===== config.mk =====
export PLATFORM = sky130hd
export DESIGN_NAME = mul_result_fifo
export DESIGN_NICKNAME = d
export VERILOG_FILES = /design/src/rtl/mul_result_fifo.sv
export SDC_FILE = /design/constraint.sdc
export NUM_CORES = 1
export LEC_CHECK = 0
export CORE_AREA = 3 3 156 158
export DETAILED_ROUTE_END_ITERATION = 8
export DIE_AREA = 0 0 159 161
export PLACE_DENSITY = 0.71
export RECOVER_POWER = 50
export SYNTH_ARGS = -nofsm -noshare
export SYNTH_HDL_FRONTEND = slang
export SYNTH_SLANG_ARGS = --single-unit

===== constraint.sdc =====
create_clock -name clk -period 4.7 [get_ports clk]
set_clock_uncertainty 0.2 [all_clocks]
set_input_delay 0.94 -clock clk [delete_from_list [all_inputs] [get_ports clk]]
set_output_delay 0.94 -clock clk [all_outputs]
set_load 0.01 [all_outputs]

===== src/rtl/mul_result_fifo.sv =====
// mul_result_fifo: sits after the shift-add multiplier. It captures one product
// on each rising edge of the multiplier's rdy level and queues it in a small
// first-word-fall-through FIFO. The consumer reads it over a valid/ready
// handshake. Captures that arrive while the FIFO is full are dropped and
// counted.
module mul_result_fifo #(
    parameter int WIDTH = 32,
    parameter int DEPTH = 4,
    parameter int AW    = 2
) (
    input  logic                 clk,
    input  logic                 rst,
    input  logic                 rdy_in,
    input  logic [2*WIDTH-1:0]   product_in,
    output logic                 out_valid,
    input  logic                 out_ready,
    output logic [2*WIDTH-1:0]   out_data,
    output logic                 out_hi_nz,
    output logic                 full,
    output logic                 empty,
    output logic [AW:0]          level,
    output logic                 overflow,
    output logic [7:0]           drop_cnt
);

    localparam logic [AW:0] LVL_FULL = (AW+1)'(DEPTH);

    logic [2*WIDTH-1:0] r_mem    [DEPTH];
    logic               r_hi_mem [DEPTH];
    logic [AW-1:0]      r_wr_ptr;
    logic [AW-1:0]      r_rd_ptr;
    logic [AW:0]        r_level;
    logic               r_rdy_q;
    logic               r_overflow;
    logic [7:0]         r_drop_cnt;

    logic w_cap;
    logic w_pop;
    logic w_push;
    logic w_drop;
    logic w_full;
    logic w_empty;

    // Occupancy flags and the capture, pop, push and drop decisions.
    // While full, a capture is accepted only if a pop frees a slot in the same cycle.
    always_comb begin
        w_full  = (r_level == LVL_FULL);
        w_empty = (r_level == '0);
        w_cap   = rdy_in & ~r_rdy_q;
        w_pop   = ~w_empty & out_ready;
        w_push  = w_cap & (~w_full | w_pop);
        w_drop  = w_cap & w_full & ~w_pop;
    end

    // Storage write; contents are deliberately not reset, since only the pointers matter.
    always_ff @(posedge clk) begin
        if (!rst && w_push) begin
            r_mem[r_wr_ptr]    <= product_in;
            r_hi_mem[r_wr_ptr] <= |product_in[2*WIDTH-1:WIDTH];
        end
    end

    // Edge detector, pointers, occupancy and drop bookkeeping.
    // The pointers wrap naturally because DEPTH is a power of two.
    always_ff @(posedge clk) begin
        if (rst) begin
            r_rdy_q    <= 1'b0;
            r_wr_ptr   <= '0;
            r_rd_ptr   <= '0;
            r_level    <= '0;
            r_overflow <= 1'b0;
            r_drop_cnt <= '0;
        end else begin
            r_rdy_q <= rdy_in;
            if (w_push) r_wr_ptr <= r_wr_ptr + 1'b1;
            if (w_pop)  r_rd_ptr <= r_rd_ptr + 1'b1;
            if (w_push && !w_pop)      r_level <= r_level + 1'b1;
            else if (w_pop && !w_push) r_level <= r_level - 1'b1;
            if (w_drop) begin
                r_overflow <= 1'b1;
                if (r_drop_cnt != 8'hFF) r_drop_cnt <= r_drop_cnt + 8'd1;
            end
        end
    end

    // First-word-fall-through head and status outputs.
    always_comb begin
        out_valid = ~w_empty;
        out_data  = r_mem[r_rd_ptr];
        out_hi_nz = r_hi_mem[r_rd_ptr];
        full      = w_full;
        empty     = w_empty;
        level     = r_level;
        overflow  = r_overflow;
        drop_cnt  = r_drop_cnt;
    end

endmodule


# [Yosys cells after proc, flatten, opt, wreduce, memory -nomap -nowiden]
# Memory sizes are Yosys's and may differ from the RTL's. A register that Yosys moved wholly into a read port is not among the register bits.
# Index checks and enable logic that the tools add are counted.
[totals] register_bits=17 mem_bits_rw=260 mem_count=2
[mem_list] memory="r_mem" depth=4 word_bits=64 rd=1 rd_clocked_by_memory_dff=1 wr=1 line="28" text="logic [2*WIDTH-1:0] r_mem [DEPTH];"
[mem_list] memory="r_hi_mem" depth=4 word_bits=1 rd=1 rd_clocked_by_memory_dff=1 wr=1 line="29" text="logic r_hi_mem [DEPTH];"
[classes] addsub=5 eq_ne=2 n_mux=8 n_bitwise=10 reduce_logical=10
[op_table] cell="$reduce_or 32->1" n=1
[op_table] cell="$add 8x1->8 const B" n=1
[op_table] cell="$mux 2" n=4
[op_table] cell="$ne 8x8->1 const B" n=1
[op_table] cell="$mux 3" n=2
[op_table] cell="$and 1x1->1" n=5
[op_table] cell="$add 2x1->2 const B" n=2
[op_table] cell="$not 1->1" n=4
[op_table] cell="$add 3x1->3 const B" n=1
[op_table] cell="$eq 3x3->1 const B" n=1
[op_table] cell="$logic_and 1x1->1" n=3
[op_table] cell="$logic_not 1->1" n=3
[op_table] cell="$logic_not 3->1" n=1
[op_table] cell="$sub 3x1->3 const B" n=1
[op_table] cell="$mux 1" n=2
[op_table] cell="$reduce_and 2->1" n=1
[op_table] cell="$reduce_bool 2->1" n=1
[op_table] cell="$or 1x1->1" n=1

# [Longest topological paths before layout]
# Gate-level depths: netlist of the first run.
[logic_depth] ltp_word=9 mapped_depth=8 mapped_depth_nobuf=8

# [Worst setup path after synthesis of the first run]
# OpenSTA, ideal clock, no wires.
[synth_timing] kind="input-to-reg" start="in rst" end="mem r_hi_mem[0], enable pin" setup_time_ns=0.430 t_arrival_ns=2.970 setup_slack_ns=1.100 path_stages=3 n_path_buf=1 cell_sequence="clkbuf_1 -> nor3_1 -> and2_1"
[synth_via] elab_chain_cells=4
[synth_rtl] element="from (decl)" line="12" text="input logic rst,"
[synth_rtl] element="$logic_not 1->1" line="57" text="if (!rst && w_push) begin"
[synth_rtl] element="$logic_and 1x1->1" line="57"
[synth_rtl] element="$mux 1" line="57"
[synth_rtl] element="$mux 1 (not written as such)" line="59" text="r_hi_mem[r_wr_ptr] <= |product_in[2*WIDTH-1:WIDTH];"
[synth_rtl] element="to (decl)" line="29"
# No other way between the ends.

# [Final worst setup path of the first run]
[layout_timing] start="in rst" end="mem r_mem[2][8] in the netlist's numbering, enable pin"
[layout_via] elab_chain_cells=4
[layout_rtl] element="$logic_not 1->1" line="57"
[layout_rtl] element="$logic_and 1x1->1" line="57"
[layout_rtl] element="$mux 1" line="57"
[layout_rtl] element="$mux 1 (not written as such)" line="58" text="r_mem[r_wr_ptr] <= product_in;"
[layout_rtl] element="to (decl)" line="28"
# No other way between the ends.

==> out/metrics.yaml, run 1 <==
htreeDepth: 1
timing.final.crit_period_ns: 3.91
endpoint_kind: "flop"
root_buffer: "clkbuf_16"
hold_viol: 0
holdPathStages: 2
num_rows: 56
cp.arrival_ns: 3.91
grt_pass1_vias: 5521
ios: 148
nets: 698
place_ws_ns: 1.15
portBuffers: 147
drc_errors: 0
synth_cell_types: 36
cts_tree: "yes"
grt_max_degree: 66
outcome: "completed"
crit_path_top_delay_cell: "and2_1"
path_delay_family: "simple AND/OR/NAND/NOR gates"
antenna_found_initial: 7
drtPass1Iterations: 4
synth_nets: 529
drv_slew: 0
drv_cap: 0
start_kind: "input pin"
core_area_um2: 23300
vias: 5115
fillers: 1712
fmax_mhz: 256
cp_num_buf_inv: 3
drive_gt1_frac: 0.188
synth_warnings: 0
hold_class: "reg -> reg"
ff2ff_setup_slack_ns: 1.58
finalWirelength_mm: 20.2
min_from: "overflow"
path_max_fanout: 39
synth-seq-cells: 279
worst_pin_slew_ns: 1.47
overflow: 0
crit_type: "in -> reg"
slew_headroom: 0.0217
setup_slack_ns: 0.795
clock_latency_ns: 0.53
path_cells: "dlygate4sd3_1 > clkbuf_1 > nor3_1 > and2_1 > buf_12"
gp_congestion: 0.795
synth_area_per_cell_um2: 22.8
synth_seq_area_share: 0.791
postCtsSetupBuffers: 0
crit_required_ns: 4.70
min_to: "overflow"
ys_async_sr_fraction: 0
rsz0062_at_grt: "false"
synth_cells: 454
clk_path_buf_depth: 3
drt_iter0_markers: 346
routedWlPerCell_um: 21.0
hold_buffers: 0
hpwl_mm: 12.8
netlist_area_um2: 10400
p_leak_nw: 4.18
cts_buffers: 28
cts.reportedPaths.clkPinSlew_ns: 0.06
synth-edff-count: 260
vias_per_cell: 5.30
r2r-start: "level[0]"
die_h_um: 161
detail-route-antenna-nets: 0
setup-violations-final: 0
vdd_drop_max_uv: 308
crit_path_max_incr_delay_ns: 1.18
period_share: 0.831
cts.sink_count: 279
powerDensity_nw_per_um2: 498
grtUsageTotal: 0.160
r2r_cells: 4
start_util: 0.445
synthFlopType: "edfxtp_1"
die_w_um: 159
r2r_end: "r_mem[2][8]"
grt_pass1_wl_mm: 32.2
area_delta_synth_final_pct: 27.4
die_area_um2: 25600
final.setup.tns_ns: 0
cts_resized: 0
## worst reg2reg max path, stage by stage (launching register included)
cell     delay, ns
dfxtp_1       0.47
nor4b_1       0.18
nor3_1        0.39
and2_1        1.18
buf_12        0.36
## how the worst max path moves through the flow
stage | startpoint | end | slack [ns] | depth (start not counted)
floorplan | rst | r_hi_mem[0] | 1.10 | 3
global placement | out_ready | r_mem[1][59] | 1.24 | 5
detailed placement | out_ready | r_mem[1][45] | 1.15 | 5
CTS | flop | out_data[27] | 0.82 | 3
global route | rst | r_mem[2][6] | 0.53 | 5
finish | rst | r_mem[2][8] | 0.79 | 5
## registers in the layout (all words and copies together), names as in the netlist, named ones only
name	cells
r_wr_ptr	2
drop_cnt	8
level	3
r_rd_ptr	2
r_rdy_q	1
r_mem	256
overflow	1
r_hi_mem	4
## where the power goes
part	switching, W	internal [W]	leakage (nW)	total, W
sequential	0.000136	0.00282	2.51	0.00296
combinational	0.000560	0.000846	1.22	0.00141
clock	0.000862	0.00134	0.451	0.00220
total	0.00156	0.00501	4.18	0.00656
## layer usage
layer / routed length [µm] / up-vias / track usage
li1: - / 2259 / -
met1: 8350 / 2615 / 0.220
met2: 9540 / 187 / 0.249
met3: 1930 / 40 / 0.0590
met4: 342 / 14 / 0.0382
met5: 76 / - / 0
## cell type report
cell class / instances / area [µm²] / area share
Clock buffer: 33 / 741 / 0.0562
Sequential cell: 279 / 8200 / 0.621
Antenna cell: 2 / 5.00 / 0.000380
Tap cell: 319 / 399 / 0.0303
Inverter: 5 / 18.8 / 0.00142
Clock inverter: 18 / 186 / 0.0141
Timing Repair Buffer: 156 / 1590 / 0.120
Multi-Input combinational cell: 153 / 2060 / 0.156
## cell usage in the layout (no fill, tap or decap), types with 2 or more instances in the layout
| cell | instances |
|---|---|
| dfxtp_1 | 17 |
| or3_2 | 2 |
| o21ai_0 | 4 |
| dlygate4sd3_1 | 75 |
| clkdlybuf4s50_1 | 72 |
| or4_1 | 3 |
| and2_4 | 2 |
| and2_1 | 2 |
| clkinv_1 | 8 |
| inv_1 | 5 |
| buf_4 | 4 |
| nor3_1 | 5 |
| nor2b_1 | 2 |
| xor2_1 | 4 |
| nand4_1 | 2 |
| a21oi_1 | 9 |
| nor3b_1 | 2 |
| clkbuf_1 | 5 |
| edfxtp_1 | 260 |
| clkbuf_16 | 29 |
| buf_12 | 4 |
| nor4_1 | 9 |
| bufinv_16 | 4 |
| dfxtp_4 | 2 |
| o31ai_1 | 3 |
| ha_1 | 6 |
| clkinv_2 | 4 |
| nor2_1 | 11 |
| mux4_2 | 65 |
| nand2_1 | 6 |
| nand3_1 | 4 |
| diode_2 | 2 |
## logic make-up after synthesis
group | Yosys count | synth area share
and+or+nand+nor | 57 | 0.0340
adders and majority gates | 7 | 0.00919
xor gates and xnor gates | 5 | 0.00423
AOI/OAI and AO/OA | 17 | 0.00931
DFF | 279 | 0.791
muxes | 67 | 0.143
buffers and inverters | 22 | 0.00882
## cell usage after synthesis (2+ instances only)
library cell | instances | area [µm²]
nor3_1 | 5 | 25.0
o21ai_0 | 4 | 20.0
clkbuf_1 | 8 | 30.0
nand2_1 | 6 | 22.5
and2_1 | 4 | 25.0
nor2b_1 | 2 | 12.5
nor4_1 | 9 | 56.3
or3_2 | 2 | 15.0
nand4_1 | 2 | 12.5
dfxtp_1 | 19 | 380
buf_1 | 2 | 7.51
buf_2 | 7 | 35.0
xor2_1 | 4 | 35.0
nand3_1 | 4 | 20.0
or4_1 | 3 | 22.5
nor2_1 | 11 | 41.3
a21oi_1 | 9 | 45.0
edfxtp_1 | 260 | 7810
o31ai_1 | 3 | 22.5
inv_1 | 5 | 18.8
mux4_2 | 65 | 1460
ha_1 | 6 | 75.1
## stage by stage
step / instances / power (W) / hold WS, ns / cell area (µm²) / utilization
finish: 965 / 0.00656 / 0.303 / 13200 / 0.567
floorplan: 454 / 0.00373 / 0.285 / 10400 / -
CTS: 963 / 0.00667 / 0.304 / 13200 / 0.568
global route: 963 / 0.00684 / 0.358 / 13200 / 0.567
detailed placement: 912 / 0.00447 / 0.288 / 12300 / 0.528
global placement: 912 / 0.00445 / 0.259 / 12300 / 0.528
No activity file was read; power rests on OpenSTA's default activity.
==> run 2, diff against run 1 <==
==> constraint.sdc (replaced) <==
create_clock -name clk -period 3.91 [get_ports clk]
set_clock_uncertainty 0.2 [all_clocks]
set_input_delay 0.782 -clock clk [delete_from_list [all_inputs] [get_ports clk]]
set_output_delay 0.782 -clock clk [all_outputs]
set_load 0.01 [all_outputs]
==> out/metrics.yaml, run 2 (synthesis results as in run 1) <==
outcome: "completed"
num_rows: 56
crit_path_top_delay_cell: "nor4b_1"
clock_latency_ns: 0.53
hold_viol: 0
fmax_mhz: 282
p_leak_nw: 4.20
crit_required_ns: 3.71
cts_buffers: 28
gp_congestion: 0.787
largest_register_ffs: 256
start_kind: "input pin"
cp-startpoint: "out_ready"
rsz0062_at_grt: "false"
drc_errors: 0
r2r_cells: 4
grt_max_degree: 42
period_share: 0.908
endpoint_kind: "flop"
dp.cells: 918
regMostFlops: "r_mem"
grt_pass1_vias: 5635
mostFrequentLayoutCell: "edfxtp_1"
r2r-start: "level[1]"
area_delta_synth_final_pct: 27.7
drv_cap: 0
vias: 5127
portBuffers: 147
path_max_fanout: 41
die_area_um2: 25600
hold_buffers: 0
min_from: "overflow"
cts.sink_count: 279
powerDensity_nw_per_um2: 599
ios: 148
crit_path_max_incr_delay_ns: 0.79
worst_pin_slew_ns: 1.28
slew_headroom: 0.149
setup-violations-final: 0
core_area_um2: 23300
path_cells: "dlygate4sd3_1 > nor4b_1 > nor3_1 > and2_0 > clkbuf_2"
final.setup.tns_ns: 0
vdd_drop_max_uv: 331
cts_tree: "yes"
root_buffer: "clkbuf_16"
die_h_um: 161
nets: 704
hpwl_mm: 12.8
vias_per_cell: 5.29
cp.arrival_ns: 3.35
antenna_found_initial: 3
ff2ff_setup_slack_ns: 0.78
grtUsageTotal: 0.162
fillers: 1747
hold_class: "reg -> reg"
detail-route-antenna-nets: 0
layout_common_cells: "260 x edfxtp_1, 75 x clkdlybuf4s50_1, 72 x dlygate4sd3_1, 65 x mux4_2, 29 x clkbuf_16"
cts_resized: 0
crit_type: "in -> reg"
r2r_end: "r_mem[2][15]"
postCtsSetupBuffers: 0
drv_slew: 0
die_w_um: 159
final_cells: 970
min_to: "overflow"
start_util: 0.445
cts.reportedPaths.clkPinSlew_ns: 0.06
drtPass1Iterations: 4
holdPathStages: 2
routedWlPerCell_um: 21.3
drive_gt1_frac: 0.195
overflow: 0
clk_path_buf_depth: 3
timing.final.crit_period_ns: 3.55
htreeDepth: 1
drt_iter0_markers: 297
fin_util: 0.568
grt_pass1_wl_mm: 32.5
finalWirelength_mm: 20.7
## run 2: area by class of cell
type	count	area [µm²]	area share
diodes	1	2.50	0.000189
clock buffers	33	741	0.0560
well taps	319	399	0.0302
flip-flops and latches	279	8200	0.620
multi-input cells	153	2050	0.155
clock inverters	18	185	0.0140
repair buffers	162	1630	0.123
inverters	5	18.8	0.00142
## run 2: per-stage QoR
step                      hold WS, ns  power (W)  instance area [µm²]  worst slack (ns)
after floorplan                 0.285    0.00449                10400             0.468
after global placement          0.258    0.00536                12400             0.680
after detailed placement        0.274    0.00538                12400             0.653
after CTS                       0.283    0.00806                13300             0.296
after global routing            0.319    0.00827                13200             0.163
final                           0.279    0.00792                13200             0.358
## run 2: power by group
group,internal [W],switching (W),total (W)
Clock,0.00161,0.00106,0.00267
Combinational,0.00103,0.000689,0.00172
Sequential,0.00339,0.000137,0.00353
## run 2: worst max path at each step
stage | end | depth (start not counted)
finish | r_mem[2][15] | 5
global route | r_mem[2][15] | 5
CTS | out_data[24] | 3
detailed placement | level[2] | 9
global placement | level[2] | 9
floorplan | r_hi_mem[1] | 3
## run 2: routing by layer
metal,GRT usage,vias to the layer above,wire length (µm)
li1,-,2259,-
met1,0.221,2662,8710
met2,0.266,171,10300
met3,0.0418,31,1350
met4,0.0386,4,317
met5,0,-,24
## run 2: critical path, delay by kind of cell
family,cells,cell delay (ns)
buf+inv,2,1.30
simple gates,3,1.25
==> run 3, diff against run 2 <==
--- a/config.mk
+++ b/config.mk
@@ -13,3 +13,4 @@
 export SYNTH_ARGS = -nofsm -noshare
 export SYNTH_HDL_FRONTEND = slang
 export SYNTH_SLANG_ARGS = --single-unit
+export TNS_END_PERCENT = 50
==> results of run 3 <==
The final DEF is identical to that of run 2; final timing and power are the same.
